File: config.mk
export PLATFORM = sky130hd
export DESIGN_NAME = fetch_unit
export DESIGN_NICKNAME = d
export VERILOG_FILES = /design/src/rtl/fetch_pkg.sv /design/src/rtl/fetch_fifo.sv /design/src/rtl/fetch_unit.sv
export SDC_FILE = /design/constraint.sdc
export NUM_CORES = 1
export LEC_CHECK = 0
export CAP_MARGIN = 10
export CELL_PAD_IN_SITES_DETAIL_PLACEMENT = 0
export CELL_PAD_IN_SITES_GLOBAL_PLACEMENT = 1
export CORE_MARGIN = 3
export CORE_UTILIZATION = 43
export DETAILED_ROUTE_END_ITERATION = 10
export PLACE_DENSITY = 0.93
export RECOVER_POWER = 50
export SYNTH_ARGS = -nofsm -noshare
export SYNTH_HDL_FRONTEND = slang
export SYNTH_SLANG_ARGS = --single-unit
File: constraint.sdc
create_clock -name clk -period 8.6 [get_ports clk]
set_input_delay 0.86 -clock clk [delete_from_list [all_inputs] [get_ports clk]]
set_output_delay 0.86 -clock clk [all_outputs]
set_load 0.03 [all_outputs]
File: src/rtl/fetch_pkg.sv
// fetch_pkg: shared types and constants for the instruction-fetch sequencer.
//   fetch_entry_t : one queued fetch, {pc, instr}
//   fetch_state_t : sequencer FSM state (RUN / HALT)
//   PC_STEP       : byte increment between sequential fetches
//   NOP_INSTR     : instruction presented on out_instr when nothing is queued
package fetch_pkg;

  localparam logic [31:0] PC_STEP   = 32'd4;
  localparam logic [31:0] NOP_INSTR = 32'h0000_0013;

  typedef struct packed {
    logic [31:0] pc;
    logic [31:0] instr;
  } fetch_entry_t;

  typedef enum logic {
    RUN  = 1'b0,
    HALT = 1'b1
  } fetch_state_t;

  // Force a fetch address onto a word boundary.
  function automatic logic [31:0] align_pc(input logic [31:0] pc);
    return {pc[31:2], 2'b00};
  endfunction

endpackage

File: src/rtl/fetch_fifo.sv
// fetch_fifo: count-based circular queue of fetch_entry_t.
// Ports:
//   clk, rst_n       : clock, synchronous active-low reset
//   i_flush          : empty the queue (a concurrent pop is simply absorbed)
//   i_push, i_data   : enqueue an entry; accepted when not full or popping
//   i_pop            : dequeue the head; ignored when empty
//   o_head           : current head entry (valid only when !o_empty)
//   o_empty, o_full  : occupancy flags derived from the entry count
module fetch_fifo
  import fetch_pkg::*;
#(
  parameter int unsigned DEPTH = 2
) (
  input  logic         clk,
  input  logic         rst_n,
  input  logic         i_flush,
  input  logic         i_push,
  input  fetch_entry_t i_data,
  input  logic         i_pop,
  output fetch_entry_t o_head,
  output logic         o_empty,
  output logic         o_full
);

  localparam int unsigned AW       = (DEPTH > 1) ? $clog2(DEPTH) : 1;
  localparam logic [AW:0] FULL_CNT = (AW+1)'(DEPTH);

  logic [AW-1:0] r_wr_ptr;
  logic [AW-1:0] r_rd_ptr;
  logic [AW:0]   r_count;
  fetch_entry_t  r_mem [DEPTH];

  logic w_push_ok;
  logic w_pop_ok;

  // A push into a full queue is legal only when the head leaves in the same cycle.
  assign w_pop_ok  = i_pop && !o_empty;
  assign w_push_ok = i_push && (!o_full || w_pop_ok);

  assign o_empty = (r_count == '0);
  assign o_full  = (r_count == FULL_CNT);
  assign o_head  = r_mem[r_rd_ptr];

  // Pointer and occupancy bookkeeping; power-of-two depth lets pointers wrap naturally.
  always_ff @(posedge clk) begin
    if (!rst_n) begin
      r_wr_ptr <= '0;
      r_rd_ptr <= '0;
      r_count  <= '0;
    end else if (i_flush) begin
      r_wr_ptr <= '0;
      r_rd_ptr <= '0;
      r_count  <= '0;
    end else begin
      if (w_push_ok) r_wr_ptr <= r_wr_ptr + AW'(1);
      if (w_pop_ok)  r_rd_ptr <= r_rd_ptr + AW'(1);
      case ({w_push_ok, w_pop_ok})
        2'b10:   r_count <= r_count + (AW+1)'(1);
        2'b01:   r_count <= r_count - (AW+1)'(1);
        default: r_count <= r_count;
      endcase
    end
  end

  // Entry storage; contents of empty slots are never observed, so no reset.
  always_ff @(posedge clk) begin
    if (w_push_ok && !i_flush) r_mem[r_wr_ptr] <= i_data;
  end

endmodule

File: src/rtl/fetch_unit.sv
// fetch_unit: instruction-fetch sequencer.
// Owns the PC, addresses instruction memory, queues {pc, instr} pairs and
// hands them to decode over a valid/ready handshake. Redirect flushes and
// restarts fetch; halt_req stops new fetches while the queue drains.
// Ports:
//   clk, rst_n                 : clock, synchronous active-low reset
//   imem_addr / imem_instr     : instruction memory address (= PC) and read data
//   redirect_valid/redirect_pc : flush and restart at word-aligned redirect_pc
//   halt_req                   : level; suppresses fetch and enters HALT
//   out_valid/out_ready        : decode handshake on the queue head
//   out_pc / out_instr         : head entry (NOP instruction when empty)
//   halted                     : high while in HALT
module fetch_unit
  import fetch_pkg::*;
#(
  parameter logic [31:0] RESET_PC   = 32'h0000_0000,
  parameter int unsigned FIFO_DEPTH = 2
) (
  input  logic        clk,
  input  logic        rst_n,
  output logic [31:0] imem_addr,
  input  logic [31:0] imem_instr,
  input  logic        redirect_valid,
  input  logic [31:0] redirect_pc,
  input  logic        halt_req,
  output logic        out_valid,
  input  logic        out_ready,
  output logic [31:0] out_pc,
  output logic [31:0] out_instr,
  output logic        halted
);

  logic [31:0]  r_pc;
  fetch_state_t r_state;
  logic         r_halted;

  logic         w_empty;
  logic         w_full;
  logic         w_pop;
  logic         w_fetch;
  fetch_entry_t w_head;
  fetch_entry_t w_push_data;

  assign w_pop       = !w_empty && out_ready;
  assign w_push_data = '{pc: r_pc, instr: imem_instr};

  // Fetch when running, not halting/redirecting, and the queue has (or is freeing) a slot.
  always_comb begin
    w_fetch = 1'b0;
    if ((r_state == RUN) && !halt_req && !redirect_valid && (!w_full || w_pop)) begin
      w_fetch = 1'b1;
    end else begin
      w_fetch = 1'b0;
    end
  end

  fetch_fifo #(
    .DEPTH (FIFO_DEPTH)
  ) u_fifo (
    .clk     (clk),
    .rst_n   (rst_n),
    .i_flush (redirect_valid),
    .i_push  (w_fetch),
    .i_data  (w_push_data),
    .i_pop   (w_pop),
    .o_head  (w_head),
    .o_empty (w_empty),
    .o_full  (w_full)
  );

  // PC and RUN/HALT sequencing; reset beats redirect, redirect beats halt and fetch.
  always_ff @(posedge clk) begin
    if (!rst_n) begin
      r_pc     <= RESET_PC;
      r_state  <= RUN;
      r_halted <= 1'b0;
    end else if (redirect_valid) begin
      r_pc     <= align_pc(redirect_pc);
      r_state  <= RUN;
      r_halted <= 1'b0;
    end else begin
      case (r_state)
        RUN: begin
          if (halt_req) begin
            r_state  <= HALT;
            r_halted <= 1'b1;
          end else if (w_fetch) begin
            r_pc <= r_pc + PC_STEP;
          end
        end
        HALT: begin
          if (!halt_req) begin
            r_state  <= RUN;
            r_halted <= 1'b0;
          end
        end
        default: begin
          r_state  <= RUN;
          r_halted <= 1'b0;
        end
      endcase
    end
  end

  assign imem_addr = r_pc;
  assign out_valid = !w_empty;
  assign out_pc    = w_head.pc;
  assign out_instr = w_empty ? NOP_INSTR : w_head.instr;
  assign halted    = r_halted;

endmodule

==> results by group <==
Power
  • Switching part of the total power: 23.14%
  • Net Sw Power: 416.7 uW
  • Worst VDD drop: 0.1334 mV
  • Logic pwr share: 10.5%
  • Clk pwr share: 39.6%
  • Cell Pwr Density: 196.6 mW/mm^2
  • Internal power: 1.384 mW
  • Static Leak: 3.069 nW
  • Part of the power in registers: 49.9%

Final layout
  • Fin cells: 898
  • Share of layout cells above drive strength 1: 9.475%
  • Area delta synth->final: 33.76%
  • Final core utilization: 59.60%
  • Nets@finish: 745
  • Design area: 0.009161 mm^2

Yosys
  • #FFs+latches synth: 161
  • Post-synth cell types: 56
  • Synth area leader: edfxtp_1
  • Synth top area cells: edfxtp_1 54%, dfxtp_1 11%, mux2_2 4.9%
  • Average size of a mapped cell: 13.22 um^2
  • FFs w/ async S/R, synth: 0%
  • Post-synth EDFFs: 124
  • Synth warn: 0
  • Seq/Total Area, Yosys: 65.18%
  • Cells after Synth: 518
  • Synth top cells by count: 124 x edfxtp_1, 43 x nor2_1, 37 x dfxtp_1
  • Synth Flop Type: edfxtp_1
  • Top cell type's share of synthesized area: 54.37%
  • Most common cell in the netlist: edfxtp_1
  • Post-Synthesis Cell Area: 0.006849 mm^2

Global route
  • Most used routing layer: met2
  • Antenna violations before repair: 0
  • Largest net degree at the start of global routing: 63
  • Met3 usage: 5.420%
  • Grt met2 use: 31.19%
  • Overflow left after global routing: 0
  • Vias in the first global route: 4950
  • First-pass GRT wire length: 26.38 mm
  • GRT Overall Usage: 18.99%
  • GR Util met1: 24.72%

CTS
  • Sinks on Clock Net: 161
  • Clock-pin slew on the worst setup and hold paths: 0.06 ns
  • Hold Buf Count CTS: 0
  • Post-CTS setup buffers: 0
  • H-tree Lvls: 4
  • Clock tree buffer depth: 2
  • CTS Buf Count: 17
  • CTS tree: yes
  • Post-CTS sizing: 0
  • Worst-skew pair later-pin latency: 0.42 ns
  • CTS root buf: clkbuf_16

Die
  • Die W: 132.2 um
  • Die Ht: 132.2 um
  • Die ar.: 0.01748 mm^2
  • Core area: 0.01537 mm^2
  • Io pins: 167
  • # rows: 45
  • Initial Utilization: 44.56%

Placed design
  • Port Buffers: 160
  • Pre-CTS setup slack: 4.883 ns
  • Placed cell area: 0.008642 mm^2
  • DP HPWL: 10.97 mm
  • Dpl cells: 865
  • GPL Wtd Cong: 0.8128

Worst setup path
  • FF-to-FF path depth: 6
  • Crit-path max cell delay: 0.84 ns
  • Worst path cell trace: dlygate4sd3_1 > clkbuf_1 > nor2b_1 > nand2_1 > nor2_1 > buf_4
  • Slowest CP cell: nor2_1
  • WS Path Type: in -> reg
  • Critical path depth: 6
  • Crit end category: flip-flop
  • Critical Path Source: redirect_valid
  • CP delay by family, top: buffers and inverters
  • Critical Path Source Type: input pin
  • CP Data Required Time: 8.64 ns
  • Worst EP arrival: 4.10 ns
  • Crit-path max FO: 51
  • CP bufs+invs: 3
  • Reg2reg start: r_state$_SDFF_PP0_

Detailed routing
  • Antenna-violating nets left: 0
  • Routed WL: 16.30 mm
  • Routed WL per cell: 18.15 um
  • Routed vias/inst: 5.481
  • TritonRoute pass-1 iters: 5
  • 1st-iter DRT viols: 338
  • DRC: 0
  • Routed vias: 4922

STA
  • Skew final: 0.006830 ns
  • Hold Vio Cnt, Final: 0
  • Slew HR: 18.13%
  • RSZ-0062 raised after global routing: no
  • Max Slew Vio Count: 0
  • Setup ws final: 4.542 ns
  • Final TNS setup: 0 ns
  • Setup violations, final: 0
  • Final min period: 4.058 ns
  • Fmax achieved: 246.4 MHz
  • Actual slew at the worst max-slew pin: 1.228 ns
  • Period Utilization, post-route: 47.19%

Job
  • Max-Cap Viols: 0

Hold path
  • HP Start: halted$_SDFFE_PP0P_
  • Worst hold stages: 2
  • Hold Path Class: reg -> reg

Status
  • Outcome: finished, final reports clean
## worst reg2reg max path: cells and delay by family, from the launching register on
kind,cells,cell delay (ns)
simple gates,3,1.30
buf+inv,2,0.79
fa+ha+maj,1,0.20
flops,1,0.34
## area by class of cell
class	count	area, um^2
clock inverter	4	51.30
antenna	1	2.502
sequential	161	4468
multi-input combinational	318	2195
timing repair buffer	166	1639
clock buffer	28	508.0
tap	211	264.0
inverter	9	33.78
fill	1206	6210
## per-layer routing
metal  wire length, um  part of all wire, %
met1              7146                   44
met2              7902                   48
met3               996                  6.1
met4               255                  1.6
met5                 0                    0
## power groups by stage
stage	combinational (mW)	clock, mW	sequential [mW]
after global routing	0.203	0.759	0.902
after CTS	0.199	0.723	0.899
after global placement	0.194	0	0.913
after floorplan	0.0861	0	0.926
final	0.190	0.713	0.898
after detailed placement	0.198	0	0.915
## cell usage in the layout (no fill, tap or decap), types with 20 or more instances in the layout
master and n:
clkdlybuf4s50_1 96, dfxtp_1 36, dlygate4sd3_1 64, edfxtp_1 124, mux2_2 30, mux2i_1 33
nand3_1 20, nor2_1 42, o21ai_0 23
## worst paths after layout
check | to | slack, ns
max | u_fifo.r_mem[0][26]$_DFFE_PP_ | 4.54
min | halted$_SDFFE_PP0P_ | 0.51
max reg2reg | u_fifo.r_mem[0][26]$_DFFE_PP_ | 5.55
min reg2reg | halted$_SDFFE_PP0P_ | 0.51
## registers in the layout, summed over array words and instances (netlist names), named ones only
name             flops
u_fifo.r_count       2
u_fifo.r_rd_ptr      1
halted               1
u_fifo.r_mem       124
u_fifo.r_wr_ptr      1
r_state              1
imem_addr           30
## stage by stage
stage               hold slack [ns]  power (mW)
finish                       0.5104       1.801
global route                 0.5503       1.864
CTS                          0.5169       1.821
detailed placement           0.5059       1.113
floorplan                    0.4733       1.012
global placement             0.4953       1.106
## kinds of logic after synthesis
family | after synthesis | synth area share, %
AND/OR/NAND/NOR | 164 | 13.61
AO/OA/AOI/OAI | 76 | 7.143
buffers and inverters | 42 | 2.685
adder cells (fa/ha/maj) | 3 | 0.5481
multiplexers | 63 | 9.755
other | 1 | 0.05475
flip-flops | 161 | 65.18
XOR/XNOR | 8 | 1.023
No activity file was read; power rests on OpenSTA's default activity.
